**config.mk**
```make
export PLATFORM = sky130hd
export DESIGN_NAME = tensor_block_sequencer_flat
export DESIGN_NICKNAME = d
export VERILOG_FILES = /design/src/rtl/tensor_block_sequencer_if.sv /design/src/rtl/tensor_block_sequencer.sv /design/src/flat_wrapper.sv
export SDC_FILE = /design/constraint.sdc
export NUM_CORES = 1
export LEC_CHECK = 0
export CORE_MARGIN = 2
export CORE_UTILIZATION = 57
export CTS_CLUSTER_DIAMETER = 60
export DETAILED_ROUTE_END_ITERATION = 10
export GPL_TIMING_DRIVEN = 0
export PLACE_DENSITY_LB_ADDON = 0.1
export SLEW_MARGIN = 20
export SYNTH_ARGS = -nofsm -noshare
export SYNTH_HDL_FRONTEND = slang
export SYNTH_SLANG_ARGS = --single-unit
```
**constraint.sdc**
```tcl
create_clock -name clk -period 3.34 [get_ports clk]
set_input_delay 0.668 -clock clk [delete_from_list [all_inputs] [get_ports clk]]
set_output_delay 0.668 -clock clk [all_outputs]
set_load 0.01 [all_outputs]
```
**src/rtl/tensor_block_sequencer_if.sv**
```systemverilog
// Command and weight/activation handshake bundle between the tile scheduler
// (master) and one tensor_block_sequencer (slave).
interface tensor_block_sequencer_if #(
    parameter int CHUNK_W = 8
);
    logic               cmd_valid;
    logic               cmd_ready;
    logic [1:0]         cmd_num_w;
    logic [CHUNK_W-1:0] cmd_num_chunks;
    logic               cmd_bank_sel;
    logic               cmd_w_from_cascade;
    logic               w_valid;
    logic               w_ready;
    logic               a_valid;
    logic               a_ready;

    modport master (
        output cmd_valid, cmd_num_w, cmd_num_chunks, cmd_bank_sel, cmd_w_from_cascade,
        output w_valid, a_valid,
        input  cmd_ready, w_ready, a_ready
    );

    modport slave (
        input  cmd_valid, cmd_num_w, cmd_num_chunks, cmd_bank_sel, cmd_w_from_cascade,
        input  w_valid, a_valid,
        output cmd_ready, w_ready, a_ready
    );
endinterface

```
**src/rtl/tensor_block_sequencer.sv**
```systemverilog
// Command sequencer for one int8 tensor block: weight load, activation streaming
// and result tagging. Define TENSOR_SEQ_PERF_EN to add busy/stall counters.
module tensor_block_sequencer #(
    parameter int CHUNK_W     = 8,
    parameter int DOT_LATENCY = 5
) (
    input  logic                     clk,
    input  logic                     resetn,
    tensor_block_sequencer_if.slave  bus,
    output logic                     mux1_select,
    output logic                     dot_unit_input_1_enable,
    output logic                     bank0_data_in_enable,
    output logic                     bank1_data_in_enable,
    output logic                     cascade_out_select,
    output logic                     dot_unit_input_2_select,
    output logic [2:0]               accumulator_input1_select,
    output logic                     out_valid,
    output logic                     cmd_done,
    output logic                     err_underrun
`ifdef TENSOR_SEQ_PERF_EN
    ,
    output logic [31:0]              perf_busy_cycles,
    output logic [31:0]              perf_stall_cycles
`endif
);

    typedef enum logic [1:0] {S_IDLE, S_LOAD, S_STREAM, S_DRAIN} state_t;

    typedef struct packed {
        logic vld;
        logic first;
        logic last;
    } tag_t;

    state_t                       state_q, state_d;
    logic [1:0]                   num_w_q, num_w_d;
    logic [CHUNK_W-1:0]           num_chunks_q, num_chunks_d;
    logic                         bank_sel_q, bank_sel_d;
    logic                         w_casc_q, w_casc_d;
    logic [1:0]                   w_cnt_q, w_cnt_d;
    logic [CHUNK_W-1:0]           a_cnt_q, a_cnt_d;
    tag_t [DOT_LATENCY-1:0]       tag_q, tag_d;
    logic                         out_valid_q, out_valid_d;
    logic [2:0]                   acc_sel_q, acc_sel_d;
    logic                         cmd_done_q, cmd_done_d;
    logic                         err_q, err_d;

    logic                         w_beat;
    logic                         a_beat;
    logic                         a_last;
    tag_t                         tag_in;
    tag_t                         tag_out;

    assign w_beat  = (state_q == S_LOAD) && bus.w_valid;
    assign a_beat  = (state_q == S_STREAM) && bus.a_valid;
    assign a_last  = (a_cnt_q == num_chunks_q - CHUNK_W'(1));
    assign tag_out = tag_q[DOT_LATENCY-1];

    always_comb begin
        state_d      = state_q;
        num_w_d      = num_w_q;
        num_chunks_d = num_chunks_q;
        bank_sel_d   = bank_sel_q;
        w_casc_d     = w_casc_q;
        w_cnt_d      = w_cnt_q;
        a_cnt_d      = a_cnt_q;
        err_d        = err_q;
        cmd_done_d   = 1'b0;

        tag_in.vld   = a_beat;
        tag_in.first = a_beat && (a_cnt_q == '0);
        tag_in.last  = a_beat && a_last;
        tag_d        = {tag_q[DOT_LATENCY-2:0], tag_in};

        // Output flop is the final pipe stage, so outputs land at accept + 1 + DOT_LATENCY.
        out_valid_d  = tag_out.vld && tag_out.last;
        acc_sel_d    = (tag_out.vld && tag_out.first) ? 3'b000 : 3'b111;

        case (state_q)
            S_IDLE: begin
                // cmd_done_q marks the pulse cycle, during which no command is taken.
                if (bus.cmd_valid && !cmd_done_q) begin
                    num_w_d      = bus.cmd_num_w;
                    num_chunks_d = bus.cmd_num_chunks;
                    bank_sel_d   = bus.cmd_bank_sel;
                    w_casc_d     = bus.cmd_w_from_cascade;
                    w_cnt_d      = '0;
                    a_cnt_d      = '0;
                    if (bus.cmd_num_w != 2'd0)
                        state_d = S_LOAD;
                    else if (bus.cmd_num_chunks != '0)
                        state_d = S_STREAM;
                    else
                        cmd_done_d = 1'b1;
                end
            end
            S_LOAD: begin
                if (bus.w_valid) begin
                    w_cnt_d = w_cnt_q + 2'd1;
                    if (w_cnt_q == num_w_q - 2'd1) begin
                        if (num_chunks_q != '0) begin
                            state_d = S_STREAM;
                        end else begin
                            state_d    = S_IDLE;
                            cmd_done_d = 1'b1;
                        end
                    end
                end
            end
            S_STREAM: begin
                if (bus.a_valid) begin
                    a_cnt_d = a_cnt_q + CHUNK_W'(1);
                    if (a_last)
                        state_d = S_DRAIN;
                end else if (a_cnt_q != '0) begin
                    err_d = 1'b1;
                end
            end
            S_DRAIN: begin
                if (tag_out.vld && tag_out.last) begin
                    state_d    = S_IDLE;
                    cmd_done_d = 1'b1;
                end
            end
            default: state_d = S_IDLE;
        endcase
    end

    always_ff @(posedge clk or negedge resetn) begin
        if (!resetn) begin
            state_q      <= S_IDLE;
            num_w_q      <= '0;
            num_chunks_q <= '0;
            bank_sel_q   <= 1'b0;
            w_casc_q     <= 1'b0;
            w_cnt_q      <= '0;
            a_cnt_q      <= '0;
            tag_q        <= '0;
            out_valid_q  <= 1'b0;
            acc_sel_q    <= 3'b000;
            cmd_done_q   <= 1'b0;
            err_q        <= 1'b0;
        end else begin
            state_q      <= state_d;
            num_w_q      <= num_w_d;
            num_chunks_q <= num_chunks_d;
            bank_sel_q   <= bank_sel_d;
            w_casc_q     <= w_casc_d;
            w_cnt_q      <= w_cnt_d;
            a_cnt_q      <= a_cnt_d;
            tag_q        <= tag_d;
            out_valid_q  <= out_valid_d;
            acc_sel_q    <= acc_sel_d;
            cmd_done_q   <= cmd_done_d;
            err_q        <= err_d;
        end
    end

    assign bus.cmd_ready              = (state_q == S_IDLE) && !cmd_done_q;
    assign bus.w_ready                = (state_q == S_LOAD);
    assign bus.a_ready                = (state_q == S_STREAM);
    assign bank0_data_in_enable       = w_beat && !bank_sel_q;
    assign bank1_data_in_enable       = w_beat && bank_sel_q;
    assign dot_unit_input_1_enable    = a_beat;
    assign mux1_select                = w_casc_q;
    assign cascade_out_select         = bank_sel_q;
    assign dot_unit_input_2_select    = bank_sel_q;
    assign accumulator_input1_select  = acc_sel_q;
    assign out_valid                  = out_valid_q;
    assign cmd_done                   = cmd_done_q;
    assign err_underrun               = err_q;

`ifdef TENSOR_SEQ_PERF_EN
    logic [31:0] busy_q, busy_d;
    logic [31:0] stall_q, stall_d;
    logic        stall_now;

    assign stall_now = ((state_q == S_LOAD) && !bus.w_valid) ||
                       ((state_q == S_STREAM) && !bus.a_valid);

    always_comb begin
        busy_d  = busy_q;
        stall_d = stall_q;
        if ((state_q != S_IDLE) && (busy_q != 32'hFFFF_FFFF))
            busy_d = busy_q + 32'd1;
        if (stall_now && (stall_q != 32'hFFFF_FFFF))
            stall_d = stall_q + 32'd1;
    end

    always_ff @(posedge clk or negedge resetn) begin
        if (!resetn) begin
            busy_q  <= '0;
            stall_q <= '0;
        end else begin
            busy_q  <= busy_d;
            stall_q <= stall_d;
        end
    end

    assign perf_busy_cycles  = busy_q;
    assign perf_stall_cycles = stall_q;
`endif

endmodule

```
**src/flat_wrapper.sv**
```systemverilog
// flat-port wrapper written by rule: the top's interface ports become plain ports
module tensor_block_sequencer_flat 
#(
    parameter int CHUNK_W     = 8,
    parameter int DOT_LATENCY = 5
)
  (clk, resetn, mux1_select, dot_unit_input_1_enable, bank0_data_in_enable, bank1_data_in_enable, cascade_out_select, dot_unit_input_2_select, accumulator_input1_select, out_valid, cmd_done, err_underrun, bus_cmd_valid, bus_cmd_num_w, bus_cmd_num_chunks, bus_cmd_bank_sel, bus_cmd_w_from_cascade, bus_w_valid, bus_a_valid, bus_cmd_ready, bus_w_ready, bus_a_ready);
  tensor_block_sequencer_if #(.CHUNK_W(CHUNK_W)) bus_i ();
  input  logic clk;
  input  logic resetn;
  output logic mux1_select;
  output logic dot_unit_input_1_enable;
  output logic bank0_data_in_enable;
  output logic bank1_data_in_enable;
  output logic cascade_out_select;
  output logic dot_unit_input_2_select;
  output logic [2:0] accumulator_input1_select;
  output logic out_valid;
  output logic cmd_done;
  output logic err_underrun;
  input wire logic [$bits(bus_i.cmd_valid)-1:0] bus_cmd_valid;
  input wire logic [$bits(bus_i.cmd_num_w)-1:0] bus_cmd_num_w;
  input wire logic [$bits(bus_i.cmd_num_chunks)-1:0] bus_cmd_num_chunks;
  input wire logic [$bits(bus_i.cmd_bank_sel)-1:0] bus_cmd_bank_sel;
  input wire logic [$bits(bus_i.cmd_w_from_cascade)-1:0] bus_cmd_w_from_cascade;
  input wire logic [$bits(bus_i.w_valid)-1:0] bus_w_valid;
  input wire logic [$bits(bus_i.a_valid)-1:0] bus_a_valid;
  output wire logic [$bits(bus_i.cmd_ready)-1:0] bus_cmd_ready;
  output wire logic [$bits(bus_i.w_ready)-1:0] bus_w_ready;
  output wire logic [$bits(bus_i.a_ready)-1:0] bus_a_ready;
  assign bus_i.cmd_valid = bus_cmd_valid;
  assign bus_i.cmd_num_w = bus_cmd_num_w;
  assign bus_i.cmd_num_chunks = bus_cmd_num_chunks;
  assign bus_i.cmd_bank_sel = bus_cmd_bank_sel;
  assign bus_i.cmd_w_from_cascade = bus_cmd_w_from_cascade;
  assign bus_i.w_valid = bus_w_valid;
  assign bus_i.a_valid = bus_a_valid;
  assign bus_cmd_ready = bus_i.cmd_ready;
  assign bus_w_ready = bus_i.w_ready;
  assign bus_a_ready = bus_i.a_ready;
  tensor_block_sequencer #(.CHUNK_W(CHUNK_W), .DOT_LATENCY(DOT_LATENCY)) u_core (.clk(clk), .resetn(resetn), .bus(bus_i), .mux1_select(mux1_select), .dot_unit_input_1_enable(dot_unit_input_1_enable), .bank0_data_in_enable(bank0_data_in_enable), .bank1_data_in_enable(bank1_data_in_enable), .cascade_out_select(cascade_out_select), .dot_unit_input_2_select(dot_unit_input_2_select), .accumulator_input1_select(accumulator_input1_select), .out_valid(out_valid), .cmd_done(cmd_done), .err_underrun(err_underrun));
endmodule
```
# After elaboration in Yosys (flattened, before gate mapping)
# Index checks and enable logic that the tools add are counted.
# word_totals
memories	0
out_inout_bits	15
latchBits	0
mem_bits_rw	0
mem_bits_ro	0
ff_bits	45
# op_classes
reduce_logical	25
div_mod_pow	0
multipliers	0
eq_ne	12
n_bitwise	1
n_lt_le_gt_ge	0
add_sub_neg	4
n_shift	0
n_mux	25
# ops
operator	n
8-bit nonzero test	3
2-bit two-way mux	11
8-bit two-way mux	2
8-bit one-hot mux with 2 select lines	1
1-bit logical AND	10
3-bit AND reduction	3
8-bit by 1-bit adder with 8-bit output (second input constant)	1
8-bit == test	1
8-bit logical NOT	1
2-bit by 1-bit inequality test with 1-bit output (second input constant)	4
2-bit one-hot mux with 4 select lines	1
8-bit by 1-bit subtractor with 8-bit output (second input constant)	1
1-bit two-way mux	7
7-bit AND reduction	1
2-bit nonzero test	3
2-bit == test (second input constant)	2
2-bit inequality test (second input constant)	2
2-bit one-hot mux with 2 select lines	1
3-bit two-way mux	1
3-bit by 1-bit inequality test with 1-bit output (second input constant)	1
1-bit one-hot mux with 3 select lines	1
2-bit by 1-bit adder with 2-bit output (second input constant)	1
2-bit by 1-bit == test with 1-bit output (second input constant)	1
2-bit == test	1
5 further kinds	6

# Longest topological paths before layout
# Gate-level depths: netlist of the first run.
# depth
ltp_word	5
mapped_depth	7

# Worst setup path before layout of the first run
# No wires, ideal clock.
# synth_path
path_kind	reg2out
startpoint	register u_core.state_q[0]
endpoint	output port bank0_data_in_enable
arrival_time_ns	1.274
path_slack_ns	1.398
path_stages_with_launch	5
cell_sequence	dfrtp_1 buf_2 nor2b_1 and2_1 nor2b_1
# synth_between
elab_chain_len	3
# synth_rtl
item	line_no	source
start: declaration	tensor_block_sequencer.sv:35	state_t state_q, state_d;
start signal: assignment	tensor_block_sequencer.sv:144	state_q <= state_d;
2-bit by 1-bit == test with 1-bit output	--	
via bus_w_ready	flat_wrapper.sv:29	output wire logic [$bits(bus_i.w_ready)-1:0] bus_w_ready;
1-bit logical AND	tensor_block_sequencer.sv:54	assign w_beat = (state_q == S_LOAD) && bus.w_valid;
1-bit logical AND	tensor_block_sequencer.sv:162	assign bank0_data_in_enable = w_beat && !bank_sel_q;
end: declaration	flat_wrapper.sv:13	output logic bank0_data_in_enable;
# The timed path passes the listed nets, and every way through them passes these cells.

# Worst setup path in the final report of the first run
# layout_path
startpoint	input port bus_a_valid
endpoint	output port dot_unit_input_1_enable
# layout_between
elab_chain_len	1
# layout_rtl
item	line_no	source
start: declaration	flat_wrapper.sv:27	input wire logic [$bits(bus_i.a_valid)-1:0] bus_a_valid;
1-bit logical AND	tensor_block_sequencer.sv:55	assign a_beat = (state_q == S_STREAM) && bus.a_valid;
end: declaration	flat_wrapper.sv:12	output logic dot_unit_input_1_enable;
# No other way between the ends.

==> flow_summary_export.csv, run 1 <==
group,metric,value,unit
run,drv_cap,0,
sta,period_needed,2.88,ns
finish,area_delta_synth_final,23.6,%
yosys,async_reset_ff_frac,1.00,
sta,rsz0062_at_grt,"no",
sta,slew_headroom,0.639,
clocking,cts.sinks,43,
clocking,cts_made_buffers,5,
clocking,clk_latency,0.36,ns
yosys,synth_edf_count,0,
setup_path,crit_path_frequent_cell,"clkdlybuf4s50_1",
routing,routedWlPerCell,14.5,um
clocking,postCtsSetupBuffers,0,
placed_design,port_buffers,31,
clocking,clkSlewWorstSetupHoldPaths,0.13,ns
yosys,synth_seq_cells,43,
finish,antenna_cells,0,
setup_path,cp_top_family,"buffers and inverters",
floorplanning,die_h,63.5,um
sta,setup_tns,0,ns
sta,min_period_over_period,0.861,
sta,hold_viol_final,0,
sta,drv_slew,0,
floorplanning,rows,21,
routing,drt_wl_total,4.18,mm
setup_path,path_buf_inv,3,
pwr,seqPwrFrac,0.432,
sta,finClkSkew,0.00698,ns
pwr,p_sw_frac,0.372,
routing,drcViolationCount,0,
setup_path,end_kind,"output pin",
status,status,"completed",
setup_path,slowest_stage,"clkdlybuf4s50_1",
sta,setup_viol,0,
floorplanning,ios,32,
clocking,cts_resized,0,
pwr,cellLeakagePower,1.14,nW
sta,fmax,0.348,GHz
yosys,syn_nets,224,
sta,tightest_slew,0.542,ns
pwr,power_density,738,nW/um^2
floorplanning,floorplan.initialDensity,0.600,
routing,vias_per_cell,5.54,
pwr,p_int,1.15,mW
yosys,yosysUniqueCellTypes,41,
routing,drtIter0Drc,99,
setup_path,crit_arrival,2.21,ns
pwr,p_comb_frac,0.382,
grt,grt_usage,0.231,
routing,antenna_left,0,
grt,grt_pass1_vias,1593,
floorplanning,die_w,63.5,um
grt,grt_max_degree,25,
clocking,cts.path.max_buffers,2,
clocking,cts_tree,"yes",
floorplanning,core,3360,sq um
clocking,htreeDepth,2,
pwr,power_switching,0.684,mW
finish,drive_gt1_frac,0.0988,
setup_path,worstPathRequired,2.67,ns
grt,antenna_found_initial,0,
finish,fin_nets,263,
worst_hold_path,hp-class,"input port to async pin",
floorplanning,dieArea,4030,sq um
setup_path,critPathKind,"input port to output pin",
setup_path,worstPathMaxFanout,8,
pwr,clkPwrFrac,0.185,
setup_path,worstPathCellList,"clkdlybuf4s50_1 > nand3b_1 > inv_1 > clkdlybuf4s50_1",
setup_path,crit_path_max_incr_delay,0.58,ns
yosys,netlist_area,2020,sq um
placed_design,place_congestion,0.824,
routing,drt_first_pass_iters,4,
grt,grt_pass1_wl,7.11,mm
grt,grt.overflow.total,0,
clocking,clock-root-buffer,"clkbuf_4",
yosys,ys_warn_count,0,
placed_design,dp_hpwl,3.05,mm
yosys,syn_inst,203,
setup_path,crit_path_start_kind,"input port",
yosys,seq_area_frac_synth,0.533,
yosys,syn_avg_cell_area,9.94,sq um
pwr,irDropWorstVdd,0.000440,V
routing,vias,1600,
clocking,postCtsHoldBufs,0,
finish,fin_util,0.741,
yosys,ys.flop_type,"dfrtp_1",
==> cells in the final DEF (no fill, tap or decap), types with 2 or more instances in the layout <==
| cell | Yosys | layout |
|---|---|---|
| nand3b_1 | 2 | 2 |
| clkbuf_1 | 4 | 4 |
| dfrtp_1 | 43 | 43 |
| a31o_2 | 2 | 2 |
| nor2b_1 | 7 | 7 |
| buf_4 | 3 | 3 |
| xnor2_1 | 5 | 5 |
| o21ai_0 | 6 | 6 |
| nor2_2 | 2 | 2 |
| nand3_1 | 6 | 6 |
| and2_1 | 3 | 3 |
| clkbuf_4 | 0 | 5 |
| and3_1 | 2 | 2 |
| o211ai_1 | 2 | 2 |
| clkdlybuf4s50_1 | 0 | 30 |
| a21oi_1 | 3 | 3 |
| nor4_1 | 4 | 4 |
| a22o_1 | 2 | 2 |
| nand2b_1 | 3 | 3 |
| buf_2 | 2 | 3 |
| nand4_1 | 4 | 4 |
| ha_1 | 4 | 4 |
| nor3_1 | 6 | 6 |
| nand2_1 | 44 | 44 |
| xor2_1 | 10 | 10 |
| nor2_1 | 12 | 12 |
| inv_1 | 6 | 6 |
==> cells by family after synthesis <==
family / share of synthesized area
and+or+nand+nor: 0.254
AOI/OAI and AO/OA: 0.0769
buffers and inverters: 0.0403
xor gates and xnor gates: 0.0651
DFF: 0.533
adders and majority gates: 0.0248
muxes: 0.00496
==> path summary, 6_finish.rpt <==
kind	cells after the start	slack [ns]	endpoint	start
worst max register to register	5	1.52	u_core.num_w_q[1]	u_core.state_q[0]
max in group asynchronous	2	2.62	u_core.num_chunks_q[3]	resetn
worst max-delay path	4	0.46	dot_unit_input_1_enable	bus_a_valid
worst min-delay path	1	0.24	u_core.tag_out[2]	resetn
worst min register to register	0	0.37	u_core.tag_d[14]	u_core.tag_d[11]
min in group clk	0	0.37	u_core.tag_d[14]	u_core.tag_d[11]
==> final cells by class <==
| cell class | count | area (sq um) |
|---|---|---|
| multi-input combinational | 144 | 860 |
| inverter | 6 | 22.5 |
| fill | 255 | 871 |
| buffer | 10 | 58.8 |
| clock buffer | 5 | 37.5 |
| clock inverter | 3 | 47.5 |
| tap | 46 | 57.6 |
| sequential | 43 | 1080 |
| timing repair buffer | 32 | 333 |
==> power groups by stage <==
stage	clock [mW]	sequential [mW]	combinational (mW)
finish	0.341	0.795	0.703
global route	0.377	0.819	0.778
CTS	0.351	0.791	0.699
detailed placement	0	0.800	0.688
global placement	0	0.789	0.651
floorplan	0	0.772	0.470
==> synthesized netlist by cell type (3+ instances only) <==
cell type | count | area [sq um]
a21oi_1 | 3 | 15.0
and2_1 | 3 | 18.8
buf_4 | 3 | 22.5
clkbuf_1 | 4 | 15.0
dfrtp_1 | 43 | 1080
ha_1 | 4 | 50.1
inv_1 | 6 | 22.5
nand2_1 | 44 | 165
nand2b_1 | 3 | 18.8
nand3_1 | 6 | 30.0
nand4_1 | 4 | 25.0
nor2_1 | 12 | 45.0
nor2b_1 | 7 | 43.8
nor3_1 | 6 | 30.0
nor4_1 | 4 | 25.0
o21ai_0 | 6 | 30.0
xnor2_1 | 5 | 43.8
xor2_1 | 10 | 87.6
==> sequential cells by signal (all words and copies together), names as in the netlist <==
register,count
u_core.a_cnt_q,8
u_core.accumulator_input1_select,1
u_core.cascade_out_select,1
u_core.cmd_done,1
u_core.err_underrun,1
u_core.mux1_select,1
u_core.num_chunks_q,8
u_core.num_w_q,2
u_core.out_valid,1
u_core.state_q,2
u_core.tag_d,12
u_core.tag_out,3
u_core.w_cnt_q,2
==> worst register-to-register path: cells and delay by family, from the launching register on <==
family                 cells  cell delay (ns)
flip-flops                 1             0.43
AND/OR/NAND/NOR            3             0.66
buffers and inverters      2             0.68
==> through the flow <==
stage / area (sq um) / std cells / setup WS (ns) / hold WS (ns) / total power [mW]
floorplan: 2020 / 203 / 1.40 / 0.331 / 1.24
global placement: 2380 / 280 / 0.497 / 0.332 / 1.44
detailed placement: 2410 / 281 / 0.485 / 0.338 / 1.49
CTS: 2490 / 289 / 0.456 / 0.238 / 1.84
global route: 2490 / 289 / 0.303 / 0.245 / 1.97
finish: 2490 / 289 / 0.464 / 0.240 / 1.84
==> routing by layer <==
layer / vias up / global-route usage / routed length (um)
met1: 756 / 0.289 / 1750
met4: 0 / 0.114 / 93
met2: 71 / 0.370 / 2040
li1: 762 / - / -
met3: 11 / 0.0625 / 304
met5: - / 0 / 0
Note: power is estimated with default switching activity, not from simulation.
==> run 2, diff against run 1 <==
--- a/config.mk
+++ b/config.mk
@@ -5,8 +5,9 @@
 export SDC_FILE = /design/constraint.sdc
 export NUM_CORES = 1
 export LEC_CHECK = 0
+export CORE_ASPECT_RATIO = 0.6
 export CORE_MARGIN = 2
-export CORE_UTILIZATION = 57
+export CORE_UTILIZATION = 53
 export CTS_CLUSTER_DIAMETER = 60
 export DETAILED_ROUTE_END_ITERATION = 10
 export GPL_TIMING_DRIVEN = 0
==> constraint.sdc (replaced) <==
create_clock -name clk -period 3.2 [get_ports clk]
set_input_delay 0.64 -clock clk [delete_from_list [all_inputs] [get_ports clk]]
set_output_delay 0.64 -clock clk [all_outputs]
set_load 0.01 [all_outputs]
==> flow_summary_export.csv, run 2 (synthesis gave the netlist of run 1 again) <==
group,metric,value,unit
status,status,"completed",
sta,fmax,0.353,GHz
setup_path,crit_path_max_incr_delay,0.58,ns
finish,final_common_cell,"nand2_1",
setup_path,r2r-end,"u_core.num_chunks_q[5]",
clocking,postCtsHoldBufs,0,
clocking,clock-root-buffer,"clkbuf_8",
clocking,clkSlewWorstSetupHoldPaths,0.09,ns
grt,grt.overflow.total,0,
finish,largest_register_ffs,12,
finish,area_delta_synth_final,23.8,%
floorplanning,floorplan.initialDensity,0.551,
setup_path,path_depth,4,
floorplanning,die_h,51.8,um
finish,final_cell_mix,"44 x nand2_1, 43 x dfrtp_1, 30 x clkdlybuf4s50_1",
setup_path,ff2ff_setup_slack,1.38,ns
clocking,clk_latency,0.29,ns
finish,drive_gt1_frac,0.0988,
setup_path,worstPathCellList,"clkdlybuf4s50_1 > nand3b_1 > inv_1 > clkdlybuf4s50_1",
routing,antenna_left,0,
clocking,cts_resized,0,
floorplanning,core,3660,sq um
pwr,irDropWorstVdd,0.000360,V
floorplanning,rows,17,
placed_design,place_congestion,0.812,
grt,grt_usage,0.210,
grt,grt_pass1_vias,1492,
sta,tightest_slew,0.588,ns
setup_path,crit_path_frequent_cell,"clkdlybuf4s50_1",
setup_path,crit_path_start_kind,"input port",
sta,min_period_over_period,0.886,
clocking,htreeDepth,2,
sta,hold_viol_final,0,
clocking,cts.path.max_buffers,2,
placed_design,post-place-ws,0.383,ns
routing,vias_per_cell,5.36,
sta,drv_slew,0,
setup_path,slowest_stage,"clkdlybuf4s50_1",
setup_path,worstPathMaxFanout,8,
clocking,cts_made_buffers,5,
worst_hold_path,hp-class,"input port to async pin",
pwr,power,1.92,mW
floorplanning,dieArea,4330,sq um
placed_design,port_buffers,31,
grt,grt_pass1_wl,7.05,mm
sta,setup_tns,0,ns
pwr,cellLeakagePower,1.14,nW
clocking,postCtsSetupBuffers,0,
finish,antenna_cells,0,
setup_path,cp_top_family,"buffers and inverters",
sta,rsz0062_at_grt,"no",
grt,antenna_found_initial,0,
clocking,cts.sinks,43,
setup_path,end_kind,"output pin",
routing,drcViolationCount,0,
sta,slew_headroom,0.608,
pwr,p_sw_frac,0.376,
pwr,p_int,1.20,mW
routing,routedWlPerCell,14.1,um
routing,drt_first_pass_iters,4,
setup_path,crit_arrival,2.20,ns
clocking,cts_tree,"yes",
placed_design,dp_hpwl,3.09,mm
setup_path,r2r_cells,5,
setup_path,worstPathRequired,2.56,ns
pwr,p_comb_frac,0.384,
grt,grt_max_degree,29,
floorplanning,die_w,83.6,um
run,drv_cap,0,
sta,finalWorstSetupSlack,0.364,ns
pwr,clkPwrFrac,0.186,
finish,fin_nets,263,
setup_path,path_buf_inv,3,
routing,drtIter0Drc,123,
pwr,seqPwrFrac,0.430,
routing,vias,1554,
pwr,power_switching,0.722,mW
pwr,power_density,769,nW/um^2
sta,period_needed,2.84,ns
routing,drt_wl_total,4.08,mm
sta,setup_viol,0,
setup_path,critPathKind,"input port to output pin",
sta,finClkSkew,0.00331,ns
setup_path,reg2reg_from,"u_core.state_q[0]",
floorplanning,ios,32,
==> run 2: cell types whose count changed in the layout (fill, tap and decap cells not counted), sizes merged <==
cell / before / now
bufinv: 1 / 0
inv: 7 / 8
==> run 2: worst max path at each step <==
| stage | from | slack, ns | endpoint |
|---|---|---|---|
| after CTS | bus_a_valid | 0.37 | dot_unit_input_1_enable |
| after global placement | bus_a_valid | 0.39 | dot_unit_input_1_enable |
| after floorplan | u_core.state_q[0] | 1.29 | bank0_data_in_enable |
| final | bus_a_valid | 0.36 | dot_unit_input_1_enable |
| after global routing | bus_a_valid | 0.28 | dot_unit_input_1_enable |
| after detailed placement | bus_a_valid | 0.38 | dot_unit_input_1_enable |
==> run 2: area by class of cell <==
type                            instances  area (sq um)
Fill cell                             289          1160
Inverter                                6          22.5
Timing Repair Buffer                   32           325
Buffer                                 10          58.8
Multi-Input combinational cell        144           860
Sequential cell                        43          1080
Clock inverter                          3          26.3
Clock buffer                            5          68.8
Tap cell                               47          58.8
==> run 2: routing by layer <==
layer / part of all wire / up-vias / GRT usage / routed length, um
met1: 0.49 / 750 / 0.300 / 2000
met2: 0.43 / 40 / 0.327 / 1770
li1: - / 762 / - / -
met4: 0.0034 / 0 / 0.0457 / 14
met5: 0 / - / 0 / 0
met3: 0.073 / 2 / 0.0556 / 298
==> run 2: metrics by stage <==
step | hold slack (ns) | instances | utilization | cell area (sq um)
after CTS | 0.263 | 290 | 0.682 | 2500
after floorplan | 0.331 | 203 | - | 2020
after global routing | 0.268 | 290 | 0.682 | 2500
final | 0.254 | 290 | 0.682 | 2500
after global placement | 0.332 | 281 | 0.652 | 2390
after detailed placement | 0.335 | 282 | 0.656 | 2400
==> run 2: power by group through the flow <==
stage	clock network (mW)	logic (mW)	registers (mW)
2_1_floorplan	0	0.491	0.806
3_3_place_gp	0	0.693	0.827
3_5_place_dp	0	0.724	0.834
4_1_cts	0.364	0.733	0.823
5_1_grt	0.395	0.823	0.849
6_report	0.357	0.737	0.825
==> run 2: worst register-to-register path, stage by stage (launching register included) <==
cell      delay [ns]
dfrtp_1         0.40
buf_2           0.19
nor4b_2         0.46
clkbuf_1        0.51
nand2_1         0.12
nand2_1         0.07
